--- config.mk ---
export PLATFORM = sky130hd
export DESIGN_NAME = serial_paralelo
export DESIGN_NICKNAME = d
export VERILOG_FILES = /design/src/rtl/serial_paralelo.sv
export SDC_FILE = /design/constraint.sdc
export NUM_CORES = 1
export LEC_CHECK = 0
export CAP_MARGIN = 10
export CORE_UTILIZATION = 56
export DETAILED_ROUTE_END_ITERATION = 10
export PLACE_DENSITY = 0.78
export RECOVER_POWER = 50
export SYNTH_ARGS = -nofsm -noshare
export SYNTH_HDL_FRONTEND = slang
export SYNTH_SLANG_ARGS = --single-unit
--- constraint.sdc ---
create_clock -name clk -period 2.2 [get_ports clk]
set_input_delay 0.22 -clock clk [delete_from_list [all_inputs] [get_ports clk]]
set_output_delay 0.22 -clock clk [all_outputs]
set_load 0.01 [all_outputs]
--- src/rtl/serial_paralelo.sv ---
// Serial-to-parallel receiver: comma-based word alignment, lock/loss tracking, 10-bit word output.
// Optional build macro FILTER_COMMA_EN suppresses the word output for comma symbols while locked.
module serial_paralelo #(
    parameter logic [9:0] COMMA_P    = 10'b0011111010,
    parameter logic [9:0] COMMA_N    = 10'b1100000101,
    parameter int         LOCK_COUNT = 3,
    parameter int         LOSS_COUNT = 4
) (
    input  logic       clk,
    input  logic       rst,
    input  logic       enb,
    input  logic       entrada,
    output logic [9:0] salidas,
    output logic       validoSalida,
    output logic       sincronizado,
    output logic       comaDetectada
);

    // state  | meaning
    // HUNT   | searching the stream for any comma
    // ALIGN  | comma seen, confirming it repeats on the 10-bit boundary
    // LOCKED | aligned; one word presented per boundary
    typedef enum logic [1:0] {HUNT, ALIGN, LOCKED} state_t;

    localparam logic [2:0] LOCK_N = 3'(LOCK_COUNT);
    localparam logic [2:0] LOSS_N = 3'(LOSS_COUNT);

    state_t     state;
    logic [9:0] shreg;
    logic [3:0] phase;
    logic [2:0] lock_cnt;
    logic [2:0] loss_cnt;

    logic [9:0] w;
    logic       match;
    logic       boundary;

    assign w        = {shreg[8:0], entrada};
    assign match    = (w == COMMA_P) || (w == COMMA_N);
    assign boundary = (phase == 4'd9);

    always_ff @(posedge clk or posedge rst) begin
        if (rst) begin
            state         <= HUNT;
            shreg         <= '0;
            phase         <= '0;
            lock_cnt      <= '0;
            loss_cnt      <= '0;
            salidas       <= '0;
            validoSalida  <= 1'b0;
            sincronizado  <= 1'b0;
            comaDetectada <= 1'b0;
        end else begin
            validoSalida  <= 1'b0;
            comaDetectada <= 1'b0;
            if (enb) begin
                shreg <= w;
                phase <= boundary ? 4'd0 : phase + 4'd1;
                case (state)
                    HUNT: begin
                        if (match) begin
                            phase    <= 4'd0;
                            lock_cnt <= 3'd1;
                            if (LOCK_N == 3'd1) begin
                                state        <= LOCKED;
                                sincronizado <= 1'b1;
                                loss_cnt     <= 3'd0;
                            end else begin
                                state <= ALIGN;
                            end
                        end
                    end
                    ALIGN: begin
                        if (boundary) begin
                            if (match) begin
                                lock_cnt <= lock_cnt + 3'd1;
                                if (lock_cnt + 3'd1 == LOCK_N) begin
                                    state        <= LOCKED;
                                    sincronizado <= 1'b1;
                                    loss_cnt     <= 3'd0;
                                end
                            end else begin
                                state    <= HUNT;
                                lock_cnt <= 3'd0;
                            end
                        end else if (match) begin
                            phase    <= 4'd0;
                            lock_cnt <= 3'd1;
                        end
                    end
                    LOCKED: begin
                        if (boundary) begin
`ifdef FILTER_COMMA_EN
                            if (!match) begin
                                salidas      <= w;
                                validoSalida <= 1'b1;
                            end
`else
                            salidas      <= w;
                            validoSalida <= 1'b1;
`endif
                            comaDetectada <= match;
                            if (match)
                                loss_cnt <= 3'd0;
                        end else if (match) begin
                            // misplaced comma: count toward losing alignment
                            if (loss_cnt + 3'd1 == LOSS_N) begin
                                state        <= HUNT;
                                sincronizado <= 1'b0;
                                loss_cnt     <= 3'd0;
                                lock_cnt     <= 3'd0;
                            end else begin
                                loss_cnt <= loss_cnt + 3'd1;
                            end
                        end
                    end
                    default: state <= HUNT;
                endcase
            end
        end
    end

endmodule

# Yosys cells after proc, flatten, opt, wreduce, memory -nomap -nowiden
# Index checks and enable logic that the tools add are counted.
# totals
register_bits	34
out_inout_bits	13
# classes
add_sub_neg	3
n_eq_ne	15
n_mux	40
n_reduce_logical	9
# op_table
cell	n
3-bit two-way mux	13
2-bit two-way mux	7
2-bit != test (second input constant)	7
1-bit two-way mux	12
4-bit two-way mux	3
10-bit equality test (second input constant)	1
10-bit by 8-bit equality test with 1-bit output (second input constant)	1
3-bit case mux with 3 select lines	1
4-bit case mux with 2 select lines	1
8-bit AND reduction	1
7-bit AND reduction	1
3-bit by 1-bit adder with 3-bit output (second input constant)	2
2-bit case mux with 3 select lines	1
3-bit case mux with 2 select lines	1
6-bit AND reduction	1
5-bit AND reduction	1
4-bit by 1-bit adder with 4-bit output (second input constant)	1
4-bit equality test (second input constant)	1
3-bit by 2-bit equality test with 1-bit output (second input constant)	1
3-bit equality test (second input constant)	1
3-bit != test (second input constant)	1
3-bit AND reduction	1
3-bit nonzero test	1
2-bit by 1-bit equality test with 1-bit output (second input constant)	1
5 further kinds	5

# Logic depth before layout (Yosys ltp)
# depth
depth_word	6
mapped_depth	8
mapped_depth_nobuf	7

# Least setup slack after synthesis
# Ideal clock, no wire load.
# synth_timing
kind	flip-flop to flip-flop
start	register state[0]
end	register salidas[0]
setup_time_ns	0.125
arrival_ns	1.799
slack_ns	0.276
path_stages_with_launch	7
n_path_buf	2
synth_period_minus_slack_ns	1.924
path_cell_list	dfrtp_1 inv_1 ha_1 clkbuf_1 and3_1 buf_1 mux2_2
# synth_via
elab_chain_cells	2
# synth_lines
element	line	text
start: declaration	28	state_t state;
start signal: assignment	44	state <= HUNT;
start signal: assignment	65	state <= LOCKED;
start signal: assignment	69	state <= ALIGN;
2-bit equality test	59	case (state)
3-bit AND reduction (no line)	n/a	
end signal: assignment	99	salidas <= w;
end: declaration	13	output logic [9:0] salidas,
# Every way passes these cells.
# A chain may end at the register's enable or synchronous reset.

# Worst setup path after layout
# layout_timing
start	register shreg[5]
end	register lock_cnt[1]
# layout_via
elab_chain_cells	5
word_cells_on_any_way	9
classes_between	3 x eq/ne; 4 x mux; 2 x reduce/logical
# layout_lines
element	line	text
start: declaration	29	logic [9:0] shreg;
start signal: assignment	57	shreg <= w;
10-bit by 8-bit equality test with 1-bit output / 10-bit equality test (equally long branches)	39	assign match = (w == COMMA_P) || (w == COMMA_N);
1-bit logical OR *	39	
3-bit two-way mux, on equally long branches	n/a	
3-bit two-way mux	74	if (boundary) begin
3-bit case mux with 3 select lines	59	
end signal: assignment	76	lock_cnt <= lock_cnt + 3'd1;
end: declaration	31	logic [2:0] lock_cnt;
# Mark *: on every way between the ends. The rest lies on a longest branch, timed or not.

==> out/qor.yml <==
status:
  status: "completed"
clock_tree:
  cts_tree: "done"
  cts_inserted_buffers: 5
  htree_num_levels: 2
  clk_pin_slew_worst_paths_ns: 0.11
  cts_resized: 0
  clock_path_buffers: 2
  clock_latency_ns: 0.34
  cts_setup_buffers: 0
  root_buffer: "clkbuf_4"
  cts_sinks: 34
  cts-hold-fix-buffers: 0
timing:
  fin_setup_tns_ns: 0
  slew_violations: 0
  hold_viol: 0
  slew_headroom_pct: 45.1
  setup_viol: 0
  fin_skew_ns: 0.0118
  tightestPinTransition_ns: 0.824
  fin_crit_ns: 2.01
  fin_crit_sh_pct: 91.4
  rsz0062_at_grt: "false"
  fmaxAchievable_ghz: 0.497
  holdWs_ns: 0.518
global_routing:
  grt_use_met2_pct: 40.3
  grt_pass1_wl_um: 6110
  met1_usage_pct: 29.7
  antenna_found_initial: 0
  grt_pass1_vias: 1367
  track_usage_pct: 23.9
  grtUsageMet3_pct: 6.11
  top_usage_layer: "met2"
  grt_overflow_total: 0
  grt_max_degree: 35
routing:
  drt_wl_total_um: 3610
  drt_iter0_drc: 48
  dr.pass1.iters: 4
  vias: 1378
  ant_nets: 0
  viasPerCell: 5.91
  drc: 0
  wl_per_cell_um: 15.5
min_path:
  hold_path_startpoint: "salidas[8]"
  hp-class: "flip-flop to flip-flop"
synthesis:
  ys_types: 45
  synthTopCellsByCount: "dfrtp_1, mux2_2, inv_1"
  synth_ff_type: "dfrtp_1"
  yosysSeqAreaShare_pct: 46.4
  yosys_warnings: 0
  synthArstFlopShare_pct: 100
  syn_nets: 176
  synth_edf_count: 0
  ys_ff_latch: 34
  synth_top_area_share_pct: 46.4
  yosysMostFrequentCell: "dfrtp_1"
  synthTopCellsByArea: "dfrtp_1, mux2_2, ha_1"
  synth_top_cell_by_area: "dfrtp_1"
  syn-instance-count: 162
  avgSynthCellArea_um2: 11.3
  syn_area_um2: 1830
pwr:
  ir_drop_uv: 849
  powerDensity_nw_per_um2: 951
  p_leak_nw: 1.01
floorplan:
  dieWidth_um: 59.2
  fp.dieH_um: 59.2
  die_area_um2: 3510
  core-area_um2: 3080
  pin_count: 17
  rows: 20
  start_util_pct: 59.6
finish:
  multi_input_area_um2: 911
  final_util_pct: 71.6
  nFillCells: 244
  nets: 202
  drive_gt1_share_pct: 25.4
  n_antenna_cell: 0
  regArea_um2: 851
  area_delta_synth_final_pct: 20.3
worst_setup_path:
  path_cells: "nor4b_4 > nand4b_4 > buf_4 > a21o_2 > a221oi_1 > o22ai_1"
  r2r_start: "shreg[5]"
  critPathKind: "flip-flop to flip-flop"
  cp.arrival_ns: 2.23
  cp_max_fo: 5
  cpPeakStageDelay_ns: 0.47
  worst_setup_path_end_kind: "flip-flop"
  start_kind: "flip-flop"
  required_ns: 2.42
  crit_start: "shreg[5]"
  slowest_stage: "dfrtp_1"
place:
  place_hpwl_um: 2560
  gp_congestion: 0.895
  port-buffer-count: 16
run:
  drv_cap: 0
cell usage in the layout (no fill, tap or decap), types with 3 or more instances in the layout:
| master | synthesis | final |
|---|---|---|
| dfrtp_1 | 34 | 34 |
| mux2_2 | 19 | 19 |
| clkdlybuf4s50_1 | 0 | 14 |
| inv_1 | 11 | 11 |
| ha_1 | 10 | 10 |
| buf_4 | 0 | 10 |
| nand2_1 | 9 | 9 |
| a21oi_1 | 7 | 7 |
| nand3_1 | 6 | 6 |
| nor2_1 | 6 | 6 |
| clkbuf_4 | 0 | 5 |
| nand2b_1 | 4 | 4 |
| nand4_1 | 3 | 3 |
| o21ai_0 | 3 | 3 |
| o2111ai_1 | 3 | 3 |
| o211ai_1 | 3 | 3 |
layer usage:
layer	vias to the layer above	wire length, um
met5	-	0
met1	688	1630
met2	41	1760
met4	0	53
met3	6	162
li1	643	-
final timing paths:
| path | endpoint | depth (start not counted) | slack, ns |
|---|---|---|---|
| setup / recovery | lock_cnt[1] | 6 | 0.19 |
| hold reg to reg | salidas[8] | 1 | 0.52 |
| max in group asynchronous | salidas[2] | 3 | 1.13 |
| hold / removal | salidas[8] | 1 | 0.52 |
| setup reg to reg | lock_cnt[1] | 6 | 0.19 |
| min in group asynchronous | salidas[9] | 3 | 0.54 |
per-stage QoR:
step	total power [mW]	worst slack (ns)	cell area, um2	instances
final	2.10	0.189	2200	233
after global placement	1.50	0.0447	2100	225
after global routing	2.20	0.0827	2200	233
after floorplan	1.25	0.276	1830	162
after detailed placement	1.53	0.0121	2100	225
after CTS	2.12	0.204	2210	233
final cells by class:
class / instances / area share (%)
flip-flops and latches: 34 / 38.6
inverters: 11 / 1.87
repair buffers: 27 / 10.9
well taps: 44 / 2.50
clock inverters: 3 / 3.12
clock buffers: 5 / 1.70
multi-input cells: 109 / 41.3
registers in the layout, indices dropped and copies added, names as in the netlist:
register / count
sincronizado: 1
salidas: 10
comaDetectada: 1
phase: 4
loss_cnt: 3
state: 2
shreg: 9
lock_cnt: 3
validoSalida: 1
where the power goes:
part	internal [mW]	switching [mW]	total, mW
Combinational	0.352	0.225	0.577
Clock	0.355	0.224	0.579
Sequential	0.793	0.147	0.941
Total	1.50	0.596	2.10
worst max-delay path: cells and delay by family (launching register included):
kind,cells,cell delay [ns]
simple gates,2,0.50
flops,1,0.47
compound gates,3,0.76
buf+inv,1,0.17
cells by family (layout without fill, tap and decap cells):
group	count (synthesis)	in the layout	share of synthesized area, %
simple gates	43	43	15.8
compound gates	34	34	13.6
flops	34	34	46.4
mux	20	20	12.5
buf+inv	19	46	3.89
fa+ha+maj	10	10	6.83
xor+xnor	2	2	0.956
Note: power is estimated with default switching activity, not from simulation.
